## src/rtl/lif_neuron_array.sv

```systemverilog
// lif_neuron_array: N parallel leaky integrate-and-fire neurons sharing one
// leak mode and one programmable firing threshold.
//   clk, rst    : single clock, synchronous active-high reset
//   en          : step strobe, every channel updates once per enabled cycle
//   current     : per-channel input current, channel i at [i*W +: W]
//   leak_sel    : 00 -> 7/8, 01 -> 3/4, 10 -> 1/2, 11 -> no leak
//   cfg_we/cfg_thresh : threshold write; the write lands at the edge, so a
//                 step taken in the same cycle still compares against the old value
//   spike       : registered one-cycle fire pulse per channel
//   state       : registered membrane potential per channel
//   spike_cnt   : saturating count of all spikes across channels

// One neuron channel: membrane register, refractory counter, spike flop.
// fire is combinational so the top can count spikes in the same cycle.
module lif_lane #(
  parameter int W       = 8,
  parameter int REFRACT = 2,
  parameter int RW      = 1
) (
  input  logic         clk,
  input  logic         rst,
  input  logic         en,
  input  logic [W-1:0] cur,
  input  logic [1:0]   leak_sel,
  input  logic [W-1:0] threshold,
  output logic         fire,
  output logic [W-1:0] st,
  output logic         spk
);
  logic [RW-1:0] refr;
  logic [W-1:0]  lk;
  logic [W:0]    sum;

  assign fire = (refr == '0) && (st >= threshold);

  // Each shift truncates on its own; the three-term sum is at most 7/8 of
  // st, so it cannot overflow W bits.
  always_comb begin
    lk = st;
    case (leak_sel)
      2'b00:   lk = (st >> 1) + (st >> 2) + (st >> 3);
      2'b01:   lk = (st >> 1) + (st >> 2);
      2'b10:   lk = st >> 1;
      default: lk = st;
    endcase
  end

  assign sum = {1'b0, cur} + {1'b0, lk};

  always_ff @(posedge clk) begin
    if (rst) begin
      st   <= '0;
      refr <= '0;
      spk  <= 1'b0;
    end else begin
      spk <= en & fire;
      if (en) begin
        if (refr != '0) begin
          refr <= refr - RW'(1);
          st   <= '0;
        end else if (fire) begin
          st   <= '0;
          refr <= RW'(REFRACT);
        end else begin
          st   <= sum[W] ? '1 : sum[W-1:0];
        end
      end
    end
  end
endmodule

module lif_neuron_array #(
  parameter int W           = 8,
  parameter int N           = 4,
  parameter int REFRACT     = 2,
  parameter int THRESH_INIT = 230
) (
  input  logic           clk,
  input  logic           rst,
  input  logic           en,
  input  logic [N*W-1:0] current,
  input  logic [1:0]     leak_sel,
  input  logic           cfg_we,
  input  logic [W-1:0]   cfg_thresh,
  output logic [N-1:0]   spike,
  output logic [N*W-1:0] state,
  output logic [15:0]    spike_cnt
);
  // Refractory counter needs at least one bit even when REFRACT is 0.
  localparam int RW = (REFRACT < 2) ? 1 : $clog2(REFRACT + 1);

  logic [W-1:0] threshold;
  logic [N-1:0] fire;
  logic [16:0]  cnt_sum;

  always_ff @(posedge clk) begin
    if (rst)         threshold <= W'(THRESH_INIT);
    else if (cfg_we) threshold <= cfg_thresh;
  end

  for (genvar i = 0; i < N; i++) begin : g_lane
    lif_lane #(.W(W), .REFRACT(REFRACT), .RW(RW)) u_lane (
      .clk       (clk),
      .rst       (rst),
      .en        (en),
      .cur       (current[i*W +: W]),
      .leak_sel  (leak_sel),
      .threshold (threshold),
      .fire      (fire[i]),
      .st        (state[i*W +: W]),
      .spk       (spike[i])
    );
  end

  // 17-bit accumulate so the carry out signals saturation.
  always_comb begin
    cnt_sum = {1'b0, spike_cnt};
    if (en)
      for (int i = 0; i < N; i++) cnt_sum = cnt_sum + {16'd0, fire[i]};
  end

  always_ff @(posedge clk) begin
    if (rst) spike_cnt <= '0;
    else     spike_cnt <= cnt_sum[16] ? 16'hFFFF : cnt_sum[15:0];
  end
endmodule

```

## config.mk

```make
export PLATFORM = sky130hd
export DESIGN_NAME = lif_neuron_array
export DESIGN_NICKNAME = d
export VERILOG_FILES = /design/src/rtl/lif_neuron_array.sv
export SDC_FILE = /design/constraint.sdc
export NUM_CORES = 1
export LEC_CHECK = 0
export ABC_AREA = 1
export BUFFER_PORTS_ARGS = -buffer_cell sky130_fd_sc_hd__buf_4
export CAP_MARGIN = 10
export CORE_AREA = 2 2 125 127
export DETAILED_ROUTE_END_ITERATION = 6
export DIE_AREA = 0 0 127 129
export MAX_ROUTING_LAYER = met4
export PLACE_DENSITY = 0.76
export REMOVE_ABC_BUFFERS = 1
export SLEW_MARGIN = 10
export SYNTH_ARGS = -nofsm -noshare
export SYNTH_HDL_FRONTEND = slang
export SYNTH_SLANG_ARGS = --single-unit
```

## constraint.sdc

```tcl
create_clock -name clk -period 3.55 [get_ports clk]
set_input_delay 0.355 -clock clk [delete_from_list [all_inputs] [get_ports clk]]
set_output_delay 0.355 -clock clk [all_outputs]
set_load 0.01 [all_outputs]
```

After elaboration in Yosys (flattened, before gate mapping). Cells that the tools add are included. W data, S select, Z words.

Output and inout port bits: 52. Flip-flop bits (word level): 68.

Multiplexer cells: 26. Bitwise logic cells: 4. $add $sub $neg: 20. Reduce and logical (&&, ||, !) cells: 22. Equality and inequality tests: 2. $lt $le $gt $ge: 4.

Operator list (count): $mux W8 (12); $pmux W8 S3 (4); $add A17 B1 Y17 (3); $add A8 B8 Y9 (4); $add A7 B6 Y8 (4); $add A8 B5 Y8 (4); $ge A8 B8 Y1 (4); $reduce_bool A2 Y1 (9); $add A16 B1 Y17 (1); $mux W17 (1); $mux W16 (1); $mux W2 (8); $logic_not A2 Y1 (5); $reduce_and A2 Y1 (4); $sub A2 B1 Y2 const B (4); $and A1 B1 Y1 (4); $logic_and A1 B1 Y1 (4); $eq A2 B1 Y1 const B (1); $eq A2 B2 Y1 const B (1).

Longest topological paths before layout. Gate-level depths: netlist of the first run.

Depth in word-level cells: 8. Gate-level depth with buffers: 25.

Cells and area by module. A second synthesis of the first run with hierarchy kept.

Cells, all modules: 1404. Area, all modules: 8757.1 µm².

By module, submodules not included: lif_lane at g_lane[2].u_lane ... (area an instance 1846.8 µm², seq. area each 220.2 µm², instances 2, cells each 300); lif_lane at g_lane[0].u_lane (area an instance 1878.1 µm², seq. area each 220.2 µm², instances 1, cells each 304); lif_lane at g_lane[1].u_lane (area an instance 1859.3 µm², seq. area each 220.2 µm², instances 1, cells each 304); lif_neuron_array (area an instance 1326.3 µm², seq. area each 480.5 µm², instances 1, cells each 196).

Least setup slack after synthesis of the first run. No wires, ideal clock.

Kind: register -> register. Start point: register g_lane[0].u_lane.st[2]. End point: register g_lane[0].u_lane.st[2]. Setup slack: -113 ps. Setup time: 132 ps. Arrival time: 3531 ps. Cell stages (with the launch flop): 21. Path buffers: 0. Path through: dfxtp_1 > ha_1 > fa_1 > a31oi_1 > xor2_1 > inv_1 > ha_1 > nand2_1 > a21oi_1 > nor3_1 > nand2_1 > nand2_1 > nor2_1 > o21a_1 > ha_1 > a21oi_1 > o21ai_0 > a21oi_4 > o21ai_0 > nand3_1 > a21oi_1.

Longest elaborated chain between the ends: 7.

Ends and longest elaborated chain: from (decl) (line 27) `output logic [W-1:0] st,`; from (signal assigned) (line 65) `st <= sum[W] ? '1 : sum[W-1:0];`; $add A7 B6 Y8 (line 41, 42); $add A8 B5 Y8 (line 41) `2'b00: lk = (st >> 1) + (st >> 2) + (st >> 3);`; $pmux W8 S3 (line 40) `case (leak_sel)`; $add A8 B8 Y9 (line 48) `assign sum = {1'b0, cur} + {1'b0, lk};`; $mux W8 (line 65); $mux W8 * (line 61) `end else if (fire) begin`; $mux W8 * (line 58) `if (refr != '0) begin`.

Mark *: on every way between the ends. The rest lies on a longest branch, timed or not. A chain may end at the register's enable or synchronous reset.

Worst setup path after layout of the first run.
Start point: register g_lane[1].u_lane.st[2]. End point: register g_lane[1].u_lane.st[2].

Longest elaborated chain between the ends: 7.

Ends and longest elaborated chain (line): from (decl) (27); from (signal assigned) (65); $add A7 B6 Y8 (41, 42); $add A8 B5 Y8 (41); $pmux W8 S3 (40); $add A8 B8 Y9 (48); $mux W8 (65); $mux W8 * (61); $mux W8 * (58).

Marked as above.

==> impl_metrics.py, run 1 <==
metrics = {
    "setup_path": {
        "r2r-start": "g_lane[1].u_lane.st[2]$_SDFFE_PP0P_",
        "r2r_setup_slack_ns": -0.16,
        "required_ns": 3.75,
        "criticalPathCategory": "flip-flop to flip-flop",
        "worstPathMaxFanout": 8,
        "start_kind": "flip-flop",
        "startpoint": "g_lane[1].u_lane.st[2]$_SDFFE_PP0P_",
        "reg2reg_to": "g_lane[1].u_lane.st[2]$_SDFFE_PP0P_",
        "end_kind": "flip-flop",
        "crit_end": "g_lane[1].u_lane.st[2]$_SDFFE_PP0P_",
        "r2r_cells": 20,
        "crit_arrival_ns": 3.91,
    },
    "drt": {
        "drc": 0,
        "dr.pass1.iters": 6,
        "route.detailed.wl_per_inst_um": 16.76,
        "drt_iter0_markers": 826,
        "drt_wl_total_um": 28500,
        "ant_nets": 0,
        "vias": 9869,
        "via_per_inst": 5.805,
    },
    "synthesis": {
        "synth_fa_ha_area_frac": 0.2282,
        "synth_area_um2": 8168,
        "synthXorXnorAreaFrac": 0.03110,
        "yosysTopAreaCell": "ha_1",
        "synth.most_common_cell": "nand2_1",
        "ys.flop_type": "dfxtp_1",
        "yosys.area_share.simple": 0.3122,
        "ys_seq_elements": 68,
        "synthTopCellsByArea": "ha_1, dfxtp_1, nand2_1",
        "yosys_warnings": 0,
        "synth_top_area_share": 0.1915,
        "synthCells": 1251,
        "synth-compound-area-share": 0.1653,
        "ys_seq_area_frac": 0.1667,
        "yosysUniqueCellTypes": 41,
        "synth-edff-count": 0,
        "post_synth_mux_area_share": 0,
        "async_reset_ff_frac": 0,
        "avgSynthCellArea_um2": 6.529,
        "synth_top_family_by_area": "simple AND/OR/NAND/NOR gates",
        "synth.top_cells.by_count": "nand2_1, inv_1, a21oi_1, ha_1, nand3_1",
    },
    "global_routing": {
        "grtUsageTotal": 0.3242,
        "grt.overflow.total": 0,
        "grt_max_degree": 55,
        "grt_pass1_vias": 9076,
        "antenna_found_initial": 0,
        "grt_pass1_wl_um": 42460,
    },
    "layout": {
        "syn2layout_area_growth_pct": 44.44,
        "fin_nets": 1693,
        "multi_input_area_um2": 7092,
        "final_cells": 1700,
        "drive_gt1_frac": 0.3459,
        "fillerInstances": 1040,
        "ff_latch_area_um2": 1394,
        "n_antenna_cell": 0,
        "fin_util": 0.7877,
    },
    "timing": {
        "slew_headroom": 0.4719,
        "worst_pin_slew_ns": 0.7910,
        "finalCritPeriodShare": 1.046,
        "fin_worst_skew_ns": 0.009812,
        "setup_viol": 15,
        "drv_slew": 0,
        "setup_ws_ns": -0.1633,
        "whs_ns": 0.2437,
        "min_period_ns": 3.713,
        "clock.fmax_mhz": 269.3,
        "hold_viol": 0,
        "grt_setup_unrepaired": "yes",
    },
    "floorplan": {
        "die_h_um": 129,
        "core_um2": 14980,
        "start_util": 0.5454,
        "pin_count": 98,
        "die-area_um2": 16380,
        "fp.dieW_um": 127,
        "rows": 45,
    },
    "worst_hold_path": {
        "min_delay_path_depth": 3,
        "hp-class": "input pin to flip-flop",
    },
    "clock_network": {
        "htreeDepth": 3,
        "insertion_delay_ns": 0.35,
        "numCtsBuffers": 9,
        "cts_tree": "yes",
        "clockBufferDepth": 2,
        "cts_sinks": 68,
        "path_clk_slew_ns": 0.07,
        "postCtsHoldBufs": 0,
        "cts-root-buf": "clkbuf_16",
    },
    "placed_design": {
        "port_buffers": 97,
        "hpwl_um": 18860,
        "place_ws_ns": -0.2628,
        "gp_congestion": 0.9288,
        "dp_cells": 1645,
    },
    "pwr": {
        "leakage_nw": 5.986,
        "power_density_nw_per_um2": 835.4,
        "vdd_drop_max_mv": 0.5320,
    },
    "status": {
        "violations": "setup timing",
        "status": "complete, but fails checks",
    },
    "run": {
        "max-cap-violations": 0,
    },
}
-- per-layer routing --
layer / vias to the layer above / global-route usage / wire length (um)
met3: 93 / 0.03909 / 2309
met5: - / - / 0
met2: 515 / 0.5553 / 14000
met1: 4546 / 0.4036 / 11330
met4: 0 / 0.09438 / 861
li1: 4715 / - / -
-- state kept, by name, summed over array words and instances (netlist names) --
signal,flops
g_lane.u_lane.spk,4
g_lane.u_lane.st,32
g_lane.u_lane.refr,8
spike_cnt,16
threshold,8
-- kinds of logic after synthesis --
logic type	Yosys count
adder cells (fa/ha/maj)	140
buffers and inverters	203
XOR/XNOR	29
AO/OA/AOI/OAI	236
AND/OR/NAND/NOR	575
flip-flops	68
-- cells in the final DEF (no fill, tap or decap), types with 7 or more instances in the layout --
cell,n
ha_4,33
o21ai_1,16
inv_1,154
xor2_1,16
fa_2,12
o21ai_2,9
ha_1,90
nand3_1,92
clkbuf_16,9
inv_2,17
dfxtp_2,14
nand2_2,32
a21oi_2,23
buf_4,260
o21ai_0,37
nand2_1,297
dfxtp_1,50
nand4_1,37
xnor2_1,7
nor2_2,11
a21oi_4,8
a21oi_1,99
nand3_2,23
nor2_1,50
o2111ai_1,8
buf_6,15
-- report_power, final --
group          internal, mW  total (mW)  switching (mW)
Sequential            0.949        1.17           0.222
Combinational          3.69        7.73            4.04
Clock                 0.569       0.951           0.382
Total                  5.21        9.86            4.64
-- how the worst min path moves through the flow --
stage,slack [ns],to,startpoint
finish,0.24,threshold[7]$_SDFFE_PP1P_,cfg_thresh[7]
floorplan,0.42,g_lane[0].u_lane.refr[0]$_SDFFE_PP0P_,rst
global route,0.26,threshold[0]$_SDFFE_PP0P_,cfg_thresh[0]
CTS,0.24,threshold[0]$_SDFFE_PP0P_,cfg_thresh[0]
detailed placement,0.46,g_lane[3].u_lane.refr[0]$_SDFFE_PP0P_,g_lane[3].u_lane.refr[0]$_SDFFE_PP0P_
global placement,0.45,g_lane[3].u_lane.refr[0]$_SDFFE_PP0P_,g_lane[3].u_lane.refr[0]$_SDFFE_PP0P_
-- layout make-up --
cell class / instances / share of cell area
clock buffer: 10 / 0.02026
clock inverter: 6 / 0.006045
inverter: 172 / 0.05472
multi-input combinational: 981 / 0.6011
sequential: 68 / 0.1181
tap: 188 / 0.01994
timing repair buffer: 275 / 0.1798
-- stage by stage --
stage          TNS, ns  power (mW)  area [um^2]
2_1_floorplan  -0.6777       4.662         8025
3_3_place_gp    -2.517       6.905        10040
3_5_place_dp    -4.660       7.039        10040
4_1_cts              0       8.447        10690
5_1_grt         -7.258       10.61        11800
6_report        -1.055       9.855        11800
-- worst max-delay path, stage by stage (launching register included) --
cell     delay [ns]
dfxtp_2        0.34
buf_4          0.14
buf_4          0.13
ha_1           0.32
a31oi_2        0.17
xnor2_1        0.18
ha_1           0.34
nand2_2        0.10
o21ai_1        0.07
nor2_1         0.16
nor2_2         0.07
a21oi_1        0.15
o21ai_1        0.08
a21oi_1        0.17
ha_1           0.28
a21oi_2        0.21
o21ai_2        0.10
a21oi_4        0.26
o21ai_1        0.12
nand3_1        0.10
a21oi_1        0.08
-- timing repair --
action	CTS	global route
buffers inserted	8	30
resized for setup	64	198
pin swaps	31	112
setup endpoints to repair	33	48
cloned	0	1
(Power assumes the default switching activity.)
==> inputs of run 2 (changes only) <==
--- a/config.mk
+++ b/config.mk
@@ -8,9 +8,9 @@
 export ABC_AREA = 1
 export BUFFER_PORTS_ARGS = -buffer_cell sky130_fd_sc_hd__buf_4
 export CAP_MARGIN = 10
-export CORE_AREA = 2 2 125 127
+export CORE_AREA = 2 2 103 155
 export DETAILED_ROUTE_END_ITERATION = 6
-export DIE_AREA = 0 0 127 129
+export DIE_AREA = 0 0 105 157
 export MAX_ROUTING_LAYER = met4
 export PLACE_DENSITY = 0.76
 export REMOVE_ABC_BUFFERS = 1
==> impl_metrics.py, run 2 (synthesized netlist as in run 1, its figures left out) <==
metrics = {
    "status": {
        "status": "complete, but fails checks",
        "violations": "setup timing",
    },
    "placed_design": {
        "placed_area_um2": 10080,
        "port_buffers": 97,
        "dp_cells": 1658,
        "place_ws_ns": -0.3536,
        "hpwl_um": 19090,
        "gp_congestion": 0.9458,
    },
    "timing": {
        "setup_ws_ns": -0.09787,
        "slew_headroom": 0.4611,
        "finalCritPeriodShare": 1.028,
        "worst_pin_slew_ns": 0.8072,
        "drv_slew": 0,
        "grt_setup_unrepaired": "yes",
        "min_period_ns": 3.648,
        "clock.fmax_mhz": 274.1,
        "whs_ns": 0.2471,
        "fin_worst_skew_ns": 0.006699,
        "setup_tns_ns": -1.164,
        "hold_viol": 0,
        "setup_viol": 21,
    },
    "layout": {
        "final_common_cell": "nand2_1",
        "ff_latch_area_um2": 1394,
        "final_cells": 1696,
        "top_regs": "g_lane.u_lane.st: 32 flops, spike_cnt: 16 flops",
        "top_register": "g_lane.u_lane.st",
        "syn2layout_area_growth_pct": 43.96,
        "finalInstanceArea_um2": 11760,
        "n_antenna_cell": 0,
        "fillerInstances": 1079,
        "layout_common_cells": "nand2_1, buf_4, inv_1",
        "multi_input_area_um2": 7164,
        "fin_nets": 1678,
        "fin_util": 0.7838,
        "drive_gt1_frac": 0.3447,
        "largest_reg_flops": 32,
    },
    "setup_path": {
        "criticalPathCategory": "flip-flop to flip-flop",
        "crit_arrival_ns": 3.84,
        "required_ns": 3.74,
        "worstPathMaxFanout": 8,
        "r2r_setup_slack_ns": -0.1,
        "end_kind": "flip-flop",
        "r2r_cells": 22,
        "start_kind": "flip-flop",
    },
    "pwr": {
        "power_density_nw_per_um2": 817.7,
        "p_sw_mw": 4.637,
        "clkPwrFrac": 0.089,
        "p_seq_frac": 0.120,
        "pwr-share-comb": 0.791,
        "p_sw_frac": 0.4822,
        "vdd_drop_max_mv": 0.4969,
        "leakage_nw": 5.905,
        "total_power_mw": 9.615,
        "internal_power_mw": 4.978,
    },
    "clock_network": {
        "numCtsBuffers": 9,
        "cts_tree": "yes",
        "cts-root-buf": "clkbuf_16",
        "insertion_delay_ns": 0.34,
        "postCtsHoldBufs": 0,
        "clockBufferDepth": 2,
        "path_clk_slew_ns": 0.06,
        "htreeDepth": 3,
        "cts_sinks": 68,
    },
    "floorplan": {
        "pin_count": 98,
        "start_util": 0.5445,
        "fp.dieW_um": 105,
        "die-area_um2": 16490,
        "die_h_um": 157,
        "rows": 55,
        "core_um2": 15000,
    },
    "drt": {
        "drt_wl_total_um": 28520,
        "drc": 0,
        "ant_nets": 0,
        "route.detailed.wl_per_inst_um": 16.82,
        "vias": 9813,
        "drt_iter0_markers": 634,
        "dr.pass1.iters": 5,
        "via_per_inst": 5.786,
    },
    "global_routing": {
        "grt_max_degree": 55,
        "grt_pass1_wl_um": 41780,
        "grt.overflow.total": 0,
        "grt_pass1_vias": 9244,
        "grtUsageTotal": 0.3201,
        "antenna_found_initial": 0,
    },
    "run": {
        "max-cap-violations": 0,
    },
    "worst_hold_path": {
        "hp-class": "input pin to flip-flop",
        "min_delay_path_depth": 3,
    },
}
==> run 2: area by class of cell <==
class	count	share of cell area
timing repair buffer	261	0.1723
clock buffer	11	0.02064
clock inverter	5	0.003192
multi-input combinational	980	0.6093
inverter	172	0.05491
sequential	68	0.1185
tap	199	0.02117
==> run 2: path summary, 6_finish.rpt <==
kind / startpoint / to
setup / recovery: g_lane[1].u_lane.st[2]$_SDFFE_PP0P_ / g_lane[1].u_lane.st[4]$_SDFFE_PP0P_
hold / removal: cfg_thresh[0] / threshold[0]$_SDFFE_PP0P_
hold reg to reg: g_lane[0].u_lane.refr[0]$_SDFFE_PP0P_ / g_lane[0].u_lane.refr[0]$_SDFFE_PP0P_
setup reg to reg: g_lane[1].u_lane.st[2]$_SDFFE_PP0P_ / g_lane[1].u_lane.st[4]$_SDFFE_PP0P_
==> run 2: what timing repair did <==
| item | CTS | global route |
|---|---|---|
| cloned | 0 | 1 |
| endpoints found under the hold margin | 0 | 0 |
| pin swaps | 60 | 114 |
| setup endpoints to repair | 40 | 48 |
| gates resized for setup | 97 | 171 |
| buffers inserted | 12 | 9 |
==> run 2: critical path, stage by stage (launching register included) <==
cell     delay [ns]
dfxtp_4        0.36
buf_6          0.12
fa_2           0.42
a21oi_2        0.17
xor2_1         0.18
inv_1          0.10
ha_4           0.30
nand2_4        0.05
nor3_2         0.14
nor2_1         0.06
nor2_2         0.15
nand3_2        0.09
nor2_1         0.11
nor2_1         0.04
nand2_1        0.09
nand2_2        0.06
ha_4           0.26
a21oi_4        0.14
o21ai_2        0.09
a21oi_4        0.27
nand2_1        0.12
nand3_1        0.10
a21oi_1        0.07
==> run 2: power by group through the flow <==
stage | Sequential [mW] | Combinational, mW | Clock (mW)
2_1_floorplan | 1.25 | 3.41 | 0
3_3_place_gp | 1.09 | 5.74 | 0
3_5_place_dp | 1.10 | 5.86 | 0
4_1_cts | 1.11 | 6.40 | 0.851
5_1_grt | 1.17 | 8.29 | 0.882
6_report | 1.16 | 7.60 | 0.855
==> run 2: layer usage <==
layer	track usage	wire length, um	up-vias
li1	-	-	4678
met1	0.3352	10680	4577
met2	0.5931	14630	414
met3	0.04058	1725	144
met4	0.1505	1487	0
met5	-	0	-
==> inputs of run 3 (changes only) <==
--- a/config.mk
+++ b/config.mk
@@ -5,14 +5,14 @@
 export SDC_FILE = /design/constraint.sdc
 export NUM_CORES = 1
 export LEC_CHECK = 0
-export ABC_AREA = 1
 export BUFFER_PORTS_ARGS = -buffer_cell sky130_fd_sc_hd__buf_4
 export CAP_MARGIN = 10
-export CORE_AREA = 2 2 103 155
+export CORE_AREA = 2 2 101 152
 export DETAILED_ROUTE_END_ITERATION = 6
-export DIE_AREA = 0 0 105 157
+export DIE_AREA = 0 0 103 154
 export MAX_ROUTING_LAYER = met4
-export PLACE_DENSITY = 0.76
+export PLACE_DENSITY = 0.75
+export RECOVER_POWER = 50
 export REMOVE_ABC_BUFFERS = 1
 export SLEW_MARGIN = 10
 export SYNTH_ARGS = -nofsm -noshare
==> impl_metrics.py, run 3 <==
metrics = {
    "drt": {
        "route.detailed.wl_per_inst_um": 20.67,
        "via_per_inst": 6.213,
        "drt_iter0_markers": 561,
        "ant_nets": 0,
        "drc": 0,
        "dr.pass1.iters": 5,
        "drt_wl_total_um": 29390,
        "vias": 8835,
    },
    "timing": {
        "fin_worst_skew_ns": 0.007195,
        "finalCritPeriodShare": 1.128,
        "slew_headroom": 0.4290,
        "setup_viol": 47,
        "grt_setup_unrepaired": "yes",
        "worst_pin_slew_ns": 0.8556,
        "hold_viol": 0,
        "drv_slew": 0,
        "setup_ws_ns": -0.4533,
        "whs_ns": 0.2453,
        "clock.fmax_mhz": 249.8,
        "min_period_ns": 4.003,
    },
    "run": {
        "max-cap-violations": 0,
    },
    "placed_design": {
        "hpwl_um": 18770,
        "gp_congestion": 0.9385,
        "placed_area_um2": 10130,
        "place_ws_ns": -0.7397,
        "port_buffers": 97,
    },
    "setup_path": {
        "required_ns": 3.75,
        "end_kind": "flip-flop",
        "start_kind": "flip-flop",
        "criticalPathCategory": "flip-flop to flip-flop",
        "worstPathMaxFanout": 7,
        "crit_arrival_ns": 4.20,
    },
    "floorplan": {
        "die_h_um": 154,
        "pin_count": 98,
        "core_um2": 14460,
        "rows": 54,
        "start_util": 0.5350,
        "fp.dieW_um": 103,
        "die-area_um2": 15860,
    },
    "pwr": {
        "power_density_nw_per_um2": 952.6,
        "total_power_mw": 11.12,
        "vdd_drop_max_mv": 0.5083,
        "leakage_nw": 5.420,
    },
    "synthesis": {
        "ys.flop_type": "dfxtp_1",
        "avgSynthCellArea_um2": 8.547,
        "async_reset_ff_frac": 0,
        "yosys_warnings": 0,
        "synth.top_cells.by_count": "ha_1, a21oi_1, o21ai_0",
        "ys_seq_elements": 68,
        "yosysUniqueCellTypes": 72,
        "synthTopCellsByArea": "ha_1, dfxtp_1, mux4_2",
        "synthCells": 905,
        "synth_area_um2": 7735,
        "yosysTopAreaCell": "ha_1",
        "synth.most_common_cell": "ha_1",
        "synth-edff-count": 0,
        "ys_seq_area_frac": 0.1760,
        "synth_top_area_share": 0.2022,
    },
    "layout": {
        "syn2layout_area_growth_pct": 50.97,
        "n_antenna_cell": 0,
        "final_common_cell": "buf_4",
        "layout_common_cells": "buf_4, ha_1, nor2_1",
        "finalInstanceArea_um2": 11680,
        "drive_gt1_frac": 0.4494,
        "largest_reg_flops": 32,
        "fin_util": 0.8076,
        "top_register": "g_lane.u_lane.st",
        "fin_nets": 1407,
        "top_regs": "g_lane.u_lane.st: 32 flops, spike_cnt: 16 flops",
    },
    "global_routing": {
        "antenna_found_initial": 0,
        "grtUsageTotal": 0.3488,
        "grt_max_degree": 49,
        "grt_pass1_vias": 9126,
        "grt_pass1_wl_um": 42390,
        "grt.overflow.total": 0,
    },
    "clock_network": {
        "insertion_delay_ns": 0.34,
        "cts_sinks": 68,
        "htreeDepth": 3,
        "clockBufferDepth": 2,
        "numCtsBuffers": 9,
        "path_clk_slew_ns": 0.07,
        "cts-root-buf": "clkbuf_16",
        "cts_tree": "yes",
    },
    "status": {
        "violations": "setup timing",
        "status": "complete, but fails checks",
    },
    "worst_hold_path": {
        "hp-class": "input pin to flip-flop",
    },
}
## run 3: changes by cell type after synthesis, sizes merged, moves of 20 or more
cell,delta
nand3,-104
nand2b,+32
xnor2,+22
inv,-119
a21oi,-55
mux4,+20
nand4,-31
a211oi,+21
a21o,+35
nand2,-283
## run 3: worst paths after layout
kind	start	to	slack (ns)	depth (start not counted)
setup / recovery	g_lane[2].u_lane.st[2]$_SDFFE_PP0P_	g_lane[2].u_lane.st[0]$_SDFFE_PP0P_	-0.45	16
hold / removal	cfg_thresh[2]	threshold[2]$_SDFFE_PP1P_	0.25	3
setup reg to reg	g_lane[2].u_lane.st[2]$_SDFFE_PP0P_	g_lane[2].u_lane.st[0]$_SDFFE_PP0P_	-0.45	16
hold reg to reg	g_lane[2].u_lane.refr[0]$_SDFFE_PP0P_	g_lane[2].u_lane.refr[0]$_SDFFE_PP0P_	0.46	2
## run 3: critical path, stage by stage, from the launching register on
cell and delay (ns):
dfxtp_4 0.36, buf_6 0.12, fa_2 0.41, a21o_1 0.24
a31o_2 0.24, nor2_4 0.15, ha_4 0.23, a21oi_1 0.20
o21ai_2 0.12, a311oi_2 0.30, o32ai_2 0.13, ha_1 0.33
o21a_1 0.17, a2111oi_4 0.42, nor3_4 0.14, o21ai_1 0.18
a21oi_1 0.09
## run 3: area by class of cell
class	instances	area [um^2]
Timing Repair Buffer	334	2577
Fill cell	829	2781
Multi-Input combinational cell	755	6954
Tap cell	196	245.2
Sequential cell	68	1391
Clock inverter	7	82.58
Clock buffer	9	225.2
Inverter	53	201.4
## run 3: report_power, final
group          leakage, nW  total (mW)  switching, mW  internal [mW]
logic                 4.71        9.02           4.43           4.59
clock network        0.145       0.951          0.394          0.557
registers            0.563        1.15          0.196          0.955
## run 3: cell families (layout without fill, tap and decap cells)
logic type | Yosys count | in the layout | synth area share
adder cells (fa/ha/maj) | 140 | 140 | 0.2410
AO/OA/AOI/OAI | 280 | 280 | 0.2365
multiplexers | 38 | 38 | 0.08217
XOR/XNOR | 50 | 50 | 0.05662
AND/OR/NAND/NOR | 247 | 247 | 0.1656
buffers and inverters | 82 | 403 | 0.04206
flip-flops | 68 | 68 | 0.1760
## run 3: per-stage QoR
step                TNS, ns  cells
finish               -14.47   1422
floorplan            -17.03    876
global placement     -18.61   1372
detailed placement   -23.21   1372
CTS                  -10.87   1409
global route         -18.28   1422
## run 3: routing by layer
metal  track usage  vias up  part of all wire
li1              -     3977                 -
met1        0.3411     4225              0.35
met2        0.6076      432              0.51
met3       0.05636      201             0.056
met4        0.2444        0             0.082
met5             -        -                 0
## run 3: what timing repair did
action                     4_1_cts  5_1_grt
pin swaps                       87       74
hold buffers                     0        0
gates resized for setup        164       85
gates cloned                     1        0
setup buffers                   20       17
setup endpoints to repair       48       47
